<file path="src/rtl/act_stream_engine.sv">
// act_stream_engine
//   Multi-lane activation unit. Accepts a burst of `count` vectors over a
//   valid/ready handshake and applies the activation selected at start:
//   bypass, ReLU, clamped ReLU or leaky ReLU. Each result vector is written
//   to the destination buffer at base_addr + k*LANES. The input-to-write
//   latency is a fixed two cycles.
//
// Ports
//   clk, rst            clock, asynchronous active-high reset
//   start               one-cycle pulse, begins a burst when idle
//   mode, clamp_max,
//   leak_shift,
//   base_addr, count    burst configuration, captured on start
//   in_valid/in_ready   input handshake; in_data holds LANES packed elements
//   wr_en               destination write strobe
//   out_dest_addr       destination address for out_data
//   out_data            activated vector, packed the same way as in_data
//   busy                high whenever the block is not idle
//   done                one-cycle pulse at the end of a burst
module act_stream_engine #(
  parameter int BIT_DEPTH       = 8,
  parameter int LANES           = 2,
  parameter int DEST_ADDR_WIDTH = 10,
  parameter int CNT_WIDTH       = 10
) (
  input  logic                           clk,
  input  logic                           rst,
  input  logic                           start,
  input  logic [1:0]                     mode,
  input  logic [BIT_DEPTH-1:0]           clamp_max,
  input  logic [2:0]                     leak_shift,
  input  logic [DEST_ADDR_WIDTH-1:0]     base_addr,
  input  logic [CNT_WIDTH-1:0]           count,
  input  logic                           in_valid,
  output logic                           in_ready,
  input  logic [LANES*BIT_DEPTH-1:0]     in_data,
  output logic                           wr_en,
  output logic [DEST_ADDR_WIDTH-1:0]     out_dest_addr,
  output logic [LANES*BIT_DEPTH-1:0]     out_data,
  output logic                           busy,
  output logic                           done
);

  localparam int DW = LANES * BIT_DEPTH;

  typedef enum logic [1:0] {IDLE, RUN, DRAIN, DONE} state_t;

  state_t state_reg, state_next;

  // Burst configuration captured on start
  logic [1:0]                  mode_reg;
  logic signed [BIT_DEPTH-1:0] cm_reg;
  logic [2:0]                  shift_reg;
  logic [CNT_WIDTH-1:0]        count_reg;

  // Burst progress
  logic [CNT_WIDTH-1:0]        accepted_reg;
  logic [DEST_ADDR_WIDTH-1:0]  addr_reg;

  // Pipeline stages
  logic                        s1_valid_reg;
  logic [DW-1:0]               s1_data_reg;
  logic [DEST_ADDR_WIDTH-1:0]  s1_addr_reg;
  logic                        wr_en_reg;
  logic [DW-1:0]               out_data_reg;
  logic [DEST_ADDR_WIDTH-1:0]  out_addr_reg;
  logic [DW-1:0]               act_data;

  logic start_ok;
  logic xfer;

  assign start_ok = (state_reg == IDLE) && start;
  assign xfer     = in_valid && in_ready;

  always_ff @(posedge clk or posedge rst) begin
    if (rst) state_reg <= IDLE;
    else     state_reg <= state_next;
  end

  always_comb begin
    state_next = state_reg;
    in_ready   = 1'b0;
    done       = 1'b0;
    busy       = (state_reg != IDLE);
    case (state_reg)
      IDLE: begin
        if (start) state_next = (count == '0) ? DONE : RUN;
      end
      RUN: begin
        in_ready = (accepted_reg < count_reg);
        if (in_valid && in_ready && (accepted_reg + CNT_WIDTH'(1) == count_reg))
          state_next = DRAIN;
      end
      DRAIN: begin
        // Stage 1 empty while stage 2 writes means this is the final write.
        if (wr_en_reg && !s1_valid_reg) state_next = DONE;
      end
      DONE: begin
        done       = 1'b1;
        state_next = IDLE;
      end
      default: state_next = IDLE;
    endcase
  end

  // A negative clamp bound collapses to zero once, here, so the lane
  // logic only ever compares against a non-negative ceiling.
  always_ff @(posedge clk or posedge rst) begin
    if (rst) begin
      mode_reg  <= '0;
      cm_reg    <= '0;
      shift_reg <= '0;
      count_reg <= '0;
    end else if (start_ok) begin
      mode_reg  <= mode;
      cm_reg    <= clamp_max[BIT_DEPTH-1] ? '0 : clamp_max;
      shift_reg <= leak_shift;
      count_reg <= count;
    end
  end

  always_ff @(posedge clk or posedge rst) begin
    if (rst) begin
      accepted_reg <= '0;
      addr_reg     <= '0;
    end else if (start_ok) begin
      accepted_reg <= '0;
      addr_reg     <= base_addr;
    end else if (xfer) begin
      accepted_reg <= accepted_reg + CNT_WIDTH'(1);
      addr_reg     <= addr_reg + DEST_ADDR_WIDTH'(LANES);
    end
  end

  // Stage 1: capture the accepted vector and its destination address
  always_ff @(posedge clk or posedge rst) begin
    if (rst) begin
      s1_valid_reg <= 1'b0;
      s1_data_reg  <= '0;
      s1_addr_reg  <= '0;
    end else begin
      s1_valid_reg <= xfer;
      if (xfer) begin
        s1_data_reg <= in_data;
        s1_addr_reg <= addr_reg;
      end
    end
  end

  // Per-lane activation on the stage-1 vector
  genvar gi;
  generate
    for (gi = 0; gi < LANES; gi++) begin : g_lane
      logic signed [BIT_DEPTH-1:0] x;
      logic signed [BIT_DEPTH-1:0] y;
      assign x = s1_data_reg[gi*BIT_DEPTH +: BIT_DEPTH];
      always_comb begin
        y = x;
        case (mode_reg)
          2'd1: if (x[BIT_DEPTH-1]) y = '0;
          2'd2: begin
            if (x[BIT_DEPTH-1])  y = '0;
            else if (x > cm_reg) y = cm_reg;
          end
          2'd3: if (x[BIT_DEPTH-1]) y = x >>> shift_reg;
          default: y = x;
        endcase
      end
      assign act_data[gi*BIT_DEPTH +: BIT_DEPTH] = y;
    end
  endgenerate

  // Stage 2: write strobe; data and address hold between writes
  always_ff @(posedge clk or posedge rst) begin
    if (rst) begin
      wr_en_reg    <= 1'b0;
      out_data_reg <= '0;
      out_addr_reg <= '0;
    end else begin
      wr_en_reg <= s1_valid_reg;
      if (s1_valid_reg) begin
        out_data_reg <= act_data;
        out_addr_reg <= s1_addr_reg;
      end
    end
  end

  assign wr_en         = wr_en_reg;
  assign out_data      = out_data_reg;
  assign out_dest_addr = out_addr_reg;

endmodule

</file>
<file path="config.mk">
export PLATFORM = sky130hd
export DESIGN_NAME = act_stream_engine
export DESIGN_NICKNAME = d
export VERILOG_FILES = /design/src/rtl/act_stream_engine.sv
export SDC_FILE = /design/constraint.sdc
export NUM_CORES = 1
export LEC_CHECK = 0
export CAP_MARGIN = 20
export CELL_PAD_IN_SITES_DETAIL_PLACEMENT = 1
export CELL_PAD_IN_SITES_GLOBAL_PLACEMENT = 1
export CORE_MARGIN = 2
export CORE_UTILIZATION = 45
export CTS_CLUSTER_DIAMETER = 30
export DETAILED_ROUTE_END_ITERATION = 10
export HOLD_SLACK_MARGIN = 0.08
export PLACE_DENSITY = 0.83
export RECOVER_POWER = 100
export SYNTH_ARGS = -nofsm -noshare
export SYNTH_HDL_FRONTEND = slang
export SYNTH_SLANG_ARGS = --single-unit
</file>
<file path="constraint.sdc">
create_clock -name clk -period 9.9 [get_ports clk]
set_input_delay 2.97 -clock clk [delete_from_list [all_inputs] [get_ports clk]]
set_output_delay 2.97 -clock clk [all_outputs]
set_load 0.03 [all_outputs]
</file>
==> metrics.md <==
| Metric | Value |
|---|---|
| RSZ-0062 raised after global routing | `no` |
| Drt first pass iters | `4` |
| Per-cell routed wire length | `19.2 um` |
| Via Count | `4958` |
| Actual slew at the worst max-slew pin | `1980 ps` |
| GRT overflow | `0` |
| Crit-path max FO | `46` |
| Peak supply drop | `130 uV` |
| Crit share post-route | `67.5%` |
| Area taken by multi-input logic gates | `0.00295 sq mm` |
| Most frequent CP cell | `inv_1` |
| Critical Path AT | `6840 ps` |
| Mapped Area | `0.00572 sq mm` |
| CP max stage cell | `inv_1` |
| Latest clock arrival within the worst-skew pair | `360 ps` |
| Register area | `0.00245 sq mm` |
| Global-route wire length before repair | `26700 um` |
| Main synth FF type | `dfrtp_1` |
| Hold-fix buffers, CTS | `0` |
| Critical path depth | `9` |
| Leakage power | `0.00302 uW` |
| Critical path capture point type | `register` |
| #FFs+latches synth | `98` |
| Post-Synthesis Cells | `619` |
| Fmax | `150 MHz` |
| Die X | `117 um` |
| Nets | `766` |
| GP Congestion | `0.860` |
| Worst rel slew slack | `-32.0%` |
| Initial antenna violation count | `0` |
| IO Count | `83` |
| Crit path to | `addr_reg[4]` |
| Violated checks | `capacitance limit, slew limit` |
| Clock Root Buffer | `clkbuf_16` |
| Critical path's top delay family | `buffers and inverters` |
| Post-CTS Setup Bufs | `0` |
| Synth async-reset ratio | `100%` |
| Status | `finished, violations left` |
| Row count | `41` |
| Post-DRT Antenna Nets | `0` |
| Fin. max-slew vios | `87` |
| Net count after synthesis | `703` |
| Synth Warn # | `0` |
| H-tree depth | `3` |
| Final count of hold timing violations | `0` |
| Max Buffers Root-to-Sink | `2` |
| Worst path max stage delay | `1370 ps` |
| CP bufs+invs | `3` |
| Total CTS buffers | `9` |
| EDFF count, synth | `0` |
| Core area | `0.0125 sq mm` |
| IO buf count | `82` |
| Largest net degree at the start of global routing | `77` |
| Fill count | `1442` |
| Setup TNS | `0 ps` |
| Reg2reg path depth | `9` |
| Die Height | `117 um` |
| Cell Chain, Critical Path | `dlygate4sd3_1 -> inv_1 -> or2_0 -> o32ai_1 -> nand2_1 -> inv_1 -> nand4_1 -> xor2_1 -> o21ai_0` |
| Starting density of the core | `45.7%` |
| TritonCTS clock tree | `done` |
| Final Util | `55.1%` |
| WS Path Type | `primary input to register` |
| N_diodes | `0` |
| Clock sinks | `98` |
| Initial DRC count | `236` |
| Critical Path RT | `10070 ps` |
| Startpoint Class | `primary input` |
| Cts repair resizes | `0` |
| DP HPWL | `11700 um` |
| Tmin final | `6680 ps` |
| Overall routing resource usage | `25.4%` |
| Layout cells sized above 1 | `7.28%` |
| Number of global-route vias before repair | `5172` |
| DIE AREA | `0.0136 sq mm` |
| Routed WL | `16500 um` |
| DRC violation count after routing | `0` |
| Max cap viols | `2` |
| Area Growth Syn to Fin | `20.4%` |
| Power Dens Cells | `342 mW/mm^2` |
| R2R Path Start | `accepted_reg[7]` |
| Syn Area/Cell | `9.25 sq um` |
| Seq/Total Area, Yosys | `42.9%` |
| Hold Path Class | `register to register` |
| Final number of setup-violating endpoints | `0` |
| Via density | `5.77` |
| Worst-path clk slew | `80 ps` |
| Worst Skew | `11.3 ps` |
| Worst setup startpoint | `in_valid` |
| Synth unique cells | `57` |
| Critical R2R Capture | `addr_reg[4]` |
| R2R Setup Slk | `5270 ps` |
synthesized netlist by cell type (9+ instances only):
master / count / share of area, %
a21oi_1: 16 / 1.4
clkbuf_1: 19 / 1.2
dfrtp_1: 98 / 43
ha_1: 31 / 6.8
inv_1: 39 / 2.6
mux2_2: 11 / 2.2
mux2i_1: 14 / 2.4
mux4_2: 10 / 3.9
nand2_1: 127 / 8.3
nand3_1: 9 / 0.79
nand4_1: 12 / 1.3
nor2_1: 36 / 2.4
o21ai_0: 53 / 4.6
o22ai_1: 12 / 1.3
xnor2_1: 17 / 2.6
xor2_1: 9 / 1.4
logic make-up (layout without fill, tap and decap cells):
logic type,count (synthesis),count (layout),share of synthesized area (%)
AND/OR/NAND/NOR,219,219,17.3
buffers and inverters,74,142,5.36
AO/OA/AOI/OAI,136,136,15.2
multiplexers,35,35,8.55
adder cells (fa/ha/maj),31,31,6.78
flip-flops,98,98,42.9
XOR/XNOR,26,26,3.98
through the flow:
stage          setup slack (ps)  std cells  area, sq um  hold WS, ps  power [uW]
2_1_floorplan              4370        619         5720          352        1640
3_3_place_gp               4180        841         6620          453        1960
3_5_place_dp               4030        842         6630          463        2040
4_1_cts                    4170        858         6910          481        2390
5_1_grt                    2750        859         6890          499        2540
6_report                   3220        859         6890          477        2350
layer usage:
metal	vias up	global-route usage (%)	wire length (um)
li1	2299	-	-
met1	2502	32.6	6990
met2	129	43.8	8560
met3	28	4.27	616
met4	0	8.63	300
met5	-	0	0
worst register-to-register path: stages (launching register included):
cell and delay, ps:
dfrtp_1 480, ha_1 350, a211oi_2 270, o211ai_1 180
o32ai_1 450, nand2_1 770, inv_1 1370, nand4_1 270
xor2_1 210, o21ai_0 90
cell type report:
type / instances / share of cell area (%)
Sequential cell: 98 / 35.6
Clock buffer: 10 / 3.32
Clock inverter: 6 / 0.726
Multi-Input combinational cell: 447 / 42.9
Timing Repair Buffer: 86 / 12.2
Tap cell: 172 / 3.12
Inverter: 40 / 2.20
report_power, final:
part           internal (uW)  switching [uW]  leakage, uW
Combinational            504             682      0.00166
Clock                    173             166     0.000130
Sequential               579             249      0.00123
Total                   1260            1100      0.00302
placed cells by master (no fill, tap or decap), types with 12 or more instances in the layout:
cell type        netlist  layout
inv_1                 39      39
clkdlybuf4s50_1        0      49
o22ai_1               12      12
nand4_1               12      12
nand2_1              127     128
o21ai_0               53      60
nor2_1                36      36
a21oi_1               16      16
dlygate4sd3_1          0      33
xnor2_1               17      17
dfrtp_1               98      98
mux2i_1               14      14
ha_1                  31      31
worst min-delay path by stage:
stage / start / endpoint / depth (start not counted) / slack, ps
global placement: addr_reg[0] / s1_addr_reg[0] / 2 / 450
global route: addr_reg[0] / s1_addr_reg[0] / 2 / 500
CTS: addr_reg[0] / s1_addr_reg[0] / 2 / 480
detailed placement: addr_reg[0] / s1_addr_reg[0] / 2 / 460
floorplan: s1_valid_reg / wr_en / 0 / 350
finish: out_data[6] / out_data[6] / 1 / 480
(Power assumes the default switching activity.)
